--- config.mk ---
export PLATFORM = sky130hd
export DESIGN_NAME = eqy_lockstep_monitor
export DESIGN_NICKNAME = d
export VERILOG_FILES = /design/src/rtl/eqy_lockstep_monitor.sv
export SDC_FILE = /design/constraint.sdc
export NUM_CORES = 1
export LEC_CHECK = 0
export ABC_AREA = 0
export CAP_MARGIN = 10
export CORE_UTILIZATION = 52
export DETAILED_ROUTE_END_ITERATION = 7
export PLACE_DENSITY = 0.77
export REMOVE_ABC_BUFFERS = 1
export SETUP_SLACK_MARGIN = 0.5
export SLEW_MARGIN = 5
export SYNTH_ARGS = -nofsm -noshare
export SYNTH_HDL_FRONTEND = slang
export SYNTH_SLANG_ARGS = --single-unit
--- constraint.sdc ---
create_clock -name clk -period 2.2 [get_ports clk]
set_input_delay 0.22 -clock clk [delete_from_list [all_inputs] [get_ports clk]]
set_output_delay 0.22 -clock clk [all_outputs]
set_load 0.05 [all_outputs]
--- src/rtl/eqy_lockstep_monitor.sv ---
// eqy_lockstep_monitor
// Lockstep checker for paired gold/gate output streams. Each valid sample is
// compared under a care mask. Mismatching samples are queued as
// {sample index, difference vector} records in a small FIFO that is drained
// through a valid/ready handshake. A sticky status tracks pass/fail/lost.
//
// Ports
//   clk, rst_n      : clock (rising edge), asynchronous active-low reset
//   clear           : synchronous soft clear of status, counters and FIFO
//   in_valid        : in_gold/in_gate/in_care form a sample this cycle
//   in_gold/in_gate : reference and implementation outputs
//   in_care         : per-bit compare enable (1 = compare)
//   rec_valid/ready : mismatch record handshake (head of FIFO)
//   rec_cycle       : sample index of the head record
//   rec_diff        : masked difference vector of the head record
//   mismatch_seen   : sticky, any mismatch since reset/clear
//   overflow        : sticky, at least one record dropped
//   mismatch_count  : saturating count of mismatching samples
//   state           : 00 CLEAN, 01 FAILED, 10 LOST
module eqy_lockstep_monitor #(
  parameter int unsigned WIDTH = 8,
  parameter int unsigned DEPTH = 4,
  parameter int unsigned CNT_W = 16
) (
  input  logic             clk,
  input  logic             rst_n,
  input  logic             clear,
  input  logic             in_valid,
  input  logic [WIDTH-1:0] in_gold,
  input  logic [WIDTH-1:0] in_gate,
  input  logic [WIDTH-1:0] in_care,
  output logic             rec_valid,
  input  logic             rec_ready,
  output logic [CNT_W-1:0] rec_cycle,
  output logic [WIDTH-1:0] rec_diff,
  output logic             mismatch_seen,
  output logic             overflow,
  output logic [CNT_W-1:0] mismatch_count,
  output logic [1:0]       state
);

  localparam int unsigned AW = $clog2(DEPTH);
  localparam int unsigned OW = AW + 1;

  typedef enum logic [1:0] {
    ST_CLEAN  = 2'b00,
    ST_FAILED = 2'b01,
    ST_LOST   = 2'b10
  } state_e;

  state_e           state_q;
  logic [CNT_W-1:0] sample_cnt;
  logic [CNT_W-1:0] mem_cycle [DEPTH];
  logic [WIDTH-1:0] mem_diff  [DEPTH];
  logic [AW-1:0]    wr_ptr;
  logic [AW-1:0]    rd_ptr;
  logic [OW-1:0]    occ;

  logic [WIDTH-1:0] diff_c;
  logic             mism_c;
  logic             full_c;
  logic             pop_c;
  logic             push_c;
  logic             drop_c;
  logic [OW-1:0]    occ_next_c;

  // Compare and FIFO control; clear suppresses sample and pop alike.
  always_comb begin
    diff_c     = (in_gold ^ in_gate) & in_care;
    mism_c     = in_valid && (|diff_c) && !clear;
    full_c     = (occ == OW'(DEPTH));
    pop_c      = rec_valid && rec_ready && !clear;
    push_c     = mism_c && (!full_c || pop_c);
    drop_c     = mism_c && full_c && !pop_c;
    occ_next_c = occ + OW'(push_c) - OW'(pop_c);
  end

  // Head record is read straight out of the storage registers.
  assign rec_cycle = mem_cycle[rd_ptr];
  assign rec_diff  = mem_diff[rd_ptr];
  assign state     = state_q;

  // FIFO storage, pointers and counters.
  always_ff @(posedge clk or negedge rst_n) begin
    if (!rst_n) begin
      for (int i = 0; i < int'(DEPTH); i++) begin
        mem_cycle[i] <= '0;
        mem_diff[i]  <= '0;
      end
      wr_ptr         <= '0;
      rd_ptr         <= '0;
      occ            <= '0;
      rec_valid      <= 1'b0;
      sample_cnt     <= '0;
      mismatch_count <= '0;
    end else if (clear) begin
      for (int i = 0; i < int'(DEPTH); i++) begin
        mem_cycle[i] <= '0;
        mem_diff[i]  <= '0;
      end
      wr_ptr         <= '0;
      rd_ptr         <= '0;
      occ            <= '0;
      rec_valid      <= 1'b0;
      sample_cnt     <= '0;
      mismatch_count <= '0;
    end else begin
      if (push_c) begin
        mem_cycle[wr_ptr] <= sample_cnt;
        mem_diff[wr_ptr]  <= diff_c;
        wr_ptr            <= wr_ptr + AW'(1);
      end
      if (pop_c) begin
        rd_ptr <= rd_ptr + AW'(1);
      end
      occ       <= occ_next_c;
      rec_valid <= (occ_next_c != '0);
      // Both counters saturate rather than wrap.
      if (in_valid && (sample_cnt != '1)) begin
        sample_cnt <= sample_cnt + CNT_W'(1);
      end
      if (mism_c && (mismatch_count != '1)) begin
        mismatch_count <= mismatch_count + CNT_W'(1);
      end
    end
  end

  // Status FSM with sticky flags; a drop dominates a first push.
  always_ff @(posedge clk or negedge rst_n) begin
    if (!rst_n) begin
      state_q       <= ST_CLEAN;
      mismatch_seen <= 1'b0;
      overflow      <= 1'b0;
    end else if (clear) begin
      state_q       <= ST_CLEAN;
      mismatch_seen <= 1'b0;
      overflow      <= 1'b0;
    end else if (drop_c) begin
      state_q       <= ST_LOST;
      mismatch_seen <= 1'b1;
      overflow      <= 1'b1;
    end else if (push_c && (state_q == ST_CLEAN)) begin
      state_q       <= ST_FAILED;
      mismatch_seen <= 1'b1;
    end
  end

endmodule
==> metrics.csv <==
stage,metric,value,unit
status,outcome,"finished, violations left",
status,violated checks,negative setup slack,
global_routing,largest net degree at the start of global routing,128,
yosys,Async SR Flop Fraction,1.00,
detailed_routing,Starting DRT DRC Count,509,
power,leakage power,0.00484,uW
detailed_routing,Pre-antenna DRT Iters,5,
yosys,Synth Area in Compound Gates,0.0395,
floorplan,effective utilization at floorplan,0.538,
setup_path,crit path capture type,flop,
sta,RSZ-0062 raised after global routing,yes,
global_routing,vias in the first global route,6080,
detailed_routing,via/cell ratio,6.15,
yosys,"EDFF count, synth",0,
yosys,Ys Warns,0,
sta,Hold Slack,0.251,ns
yosys,"Avg Cell Area, Syn",11.1,um^2
yosys,xor-xnor portion of the synthesized cell area,0.0207,
yosys,Adder-Cell Fraction of Synth Area,0.0167,
clock_tree,clk_lat worst skew,0.43,ns
global_routing,total track usage,0.274,
setup_path,FF-to-FF Start,rec_valid,
floorplan,Die X,120,um
global_routing,first-pass GRT wire length,30100,um
yosys,ys flop type,dfrtp_1,
setup_path,Worst EP arrival,2.60,ns
placed_design,pre-CTS WS,-0.901,ns
cells_and_area,fin area,0.0104,mm^2
sta,Worst slew margin,0.612,
setup_path,Worst Reg-to-Reg Cells,12,
sta,clk_skew,0.00548,ns
floorplan,core footprint,0.0133,mm^2
yosys,most frequent cells after synthesis,"140 x dfrtp_1, 133 x nand2_1, 100 x mux2i_1, 34 x nor2_1, 24 x mux4_2",
cells_and_area,area of the multi-input gates,0.00402,mm^2
yosys,"top cells by area, synth","dfrtp_1 49%, mux2i_1 14%, mux4_2 7.5%, nand2_1 6.9%, nor2_1 1.8%",
floorplan,# IOs,74,
global_routing,initial antenna violation count,0,
clock_tree,Max Root-Sink Buffers,2,
yosys,cell taking the most area after synthesis,dfrtp_1,
yosys,synth unique cells,53,
placed_design,gpl congestion,0.787,
yosys,multiplexer share of the synthesized area,0.229,
sta,Slew @ Worst Pin,0.584,ns
yosys,synthesized flop and latch total,140,
yosys,post-synthesis simple-gate area fraction,0.171,
min_path,min-delay worst type,in2reg,
sta,Pins Over Slew Limit,0,
placed_design,HPWL Detailed,10600,um
placed_design,cell area after placement,0.00830,mm^2
floorplan,die area,0.0143,mm^2
cells_and_area,final core occ,0.776,
min_path,worst hold start,in_gate[2],
clock_tree,H-tree depth,4,
yosys,largest family of logic cells by synthesized area,multiplexers,
yosys,post-synthesis cell area,0.00719,mm^2
power,worst vdd rail ir drop,505,uV
clock_tree,Num CTS Buffers,17,
floorplan,Die Y,120,um
setup_path,crit path launch type,primary input,
run,max-cap violations,0,
yosys,sequential fraction of the synthesis area,0.488,
sta,"Setup violations, final",2,
cells_and_area,Antenna Cells,0,
cells_and_area,fraction of layout cells with a size suffix above 1,0.380,
setup_path,CP Class,in2reg,
setup_path,crit path max fanout,2,
sta,post-layout minimum cycle time,2.30,ns
yosys,cells after synthesis,648,
clock_tree,# clock sinks,140,
sta,Tcrit/Tclk final,1.04,
clock_tree,Root Driver,clkbuf_16,
sta,Final Hold Vio Count,0,
clock_tree,CTS tree,yes,
yosys,most frequent cell after synthesis,dfrtp_1,
sta,Worst Slack Setup Final,-0.0982,ns
power,Power Dens Cells,770,mW/mm^2
setup_path,worst path required time,2.50,ns
global_routing,GRT overflow,0,
cells_and_area,fillers,741,
sta,fmax,435,MHz
detailed_routing,DR vias,6101,
detailed_routing,Routed Antenna Nets,0,
min_path,hold path cells,4,
setup_path,reg2reg setup slack,-0.05,ns
detailed_routing,wire length per cell,22.6,um
setup_path,FF-to-FF End,rec_valid,
cells_and_area,register area,0.00352,mm^2
clock_tree,"CTS clk-pin slew, worst paths",0.06,ns
floorplan,Core Rows,42,
detailed_routing,Routed WL,22400,um
min_path,Hold EP,mem_diff[2],
detailed_routing,Residual DRC,0,
cells_and_area,fin nets,841,
yosys,post-synth top area share,0.488,
cells_and_area,area delta synth->final,44.1,%
placed_design,PortBufs,73,
-- cells by family (layout without fill, tap and decap cells) --
logic type | after synthesis | after routing
flip-flops | 140 | 140
adder cells (fa/ha/maj) | 9 | 9
buffers and inverters | 55 | 222
AO/OA/AOI/OAI | 45 | 45
multiplexers | 132 | 132
XOR/XNOR | 17 | 17
AND/OR/NAND/NOR | 250 | 251
-- worst max-delay path by stage --
stage          startpoint         to  slack [ns]  depth (start not counted)
6_report       in_care[0]  rec_valid        -0.1                         13
5_1_grt        in_gate[6]  rec_valid       -0.15                         14
4_1_cts            occ[1]  rec_valid       -0.02                         12
3_5_place_dp   in_gate[7]  rec_valid       -0.90                         15
3_3_place_gp   in_gate[7]  rec_valid       -0.81                         15
2_1_floorplan       clear  rec_valid       -1.35                         10
-- area by class of cell --
class,count,share of cell area
multi-input combinational,454,0.389
sequential,140,0.340
timing repair buffer,175,0.179
clock buffer,20,0.0441
tap,176,0.0213
clock inverter,12,0.0209
inverter,15,0.00580
-- worst max-delay path, cell delays in order --
cell and delay [ns]:
clkdlybuf4s50_1 0.46, a22oi_2 0.28, nand4_4 0.15, and3_4 0.22, nand2_4 0.07, ha_4 0.20
inv_4 0.05, ha_4 0.12, inv_2 0.03, fa_2 0.35, xor2_2 0.17, xnor2_2 0.16
a31oi_1 0.11
-- power breakdown --
part           total (uW)  switching [uW]  internal, uW
registers            2750            80.2          2670
logic                1910             997           914
clock network        3310            1140          2180
total                7970            2210          5760
-- placed cells by master, fill, tap and decap left out, types with 4 or more instances in the layout --
cell / Yosys / layout
a21oi_1: 15 / 8
a21oi_2: 0 / 7
a22oi_2: 0 / 4
buf_12: 0 / 14
buf_4: 9 / 62
buf_6: 1 / 22
buf_8: 0 / 24
bufinv_16: 0 / 6
clkbuf_16: 0 / 19
clkbuf_2: 0 / 10
clkdlybuf4s50_1: 0 / 8
clkinv_2: 0 / 5
dfrtp_1: 140 / 125
dfrtp_2: 0 / 15
dlygate4sd2_1: 0 / 26
ha_1: 8 / 4
ha_4: 0 / 4
inv_1: 15 / 11
mux2_4: 4 / 7
mux2i_1: 100 / 96
mux4_2: 24 / 24
nand2_1: 133 / 129
nand3_1: 18 / 17
nand4_1: 7 / 7
nand4_4: 1 / 5
nor2_1: 34 / 30
nor2b_1: 7 / 7
nor3_4: 0 / 4
or2_2: 5 / 5
or4_1: 11 / 6
or4_4: 1 / 6
xor2_1: 13 / 6
xor2_2: 0 / 7
-- sequential cells by signal (all words and copies together), names as in the netlist --
signal          cells
rd_ptr              2
mem_diff           32
rec_valid           1
mismatch_seen       1
occ                 3
mismatch_count     16
state               2
mem_cycle          64
wr_ptr              2
overflow            1
sample_cnt         16
-- per-layer routing --
metal / share of wire / up-vias / wire length (um) / global-route usage
li1: - / 2591 / - / -
met1: 0.37 / 3127 / 8270 / 0.326
met2: 0.52 / 297 / 11700 / 0.465
met3: 0.068 / 86 / 1530 / 0.0689
met4: 0.042 / 0 / 935 / 0.134
met5: 0 / - / 0 / 0
-- timing repair --
item / in CTS / in global routing
gates resized for setup: 145 / 121
pin swaps: 18 / 41
endpoints found under the setup margin: 174 / 86
endpoints found under the hold margin: 46 / 0
setup buffers: 27 / 31
hold buffers: 1 / 0
gates cloned: 3 / 3
-- metrics by stage --
| stage | std cells | setup TNS [ns] | power, uW |
|---|---|---|---|
| after CTS | 958 | -0.0216 | 7650 |
| after detailed placement | 895 | -5.79 | 4120 |
| after global routing | 992 | -0.235 | 8190 |
| after floorplan | 608 | -43.97 | 3540 |
| final | 992 | -0.139 | 7970 |
| after global placement | 895 | -2.84 | 4090 |
No activity file was read; power rests on OpenSTA's default activity.
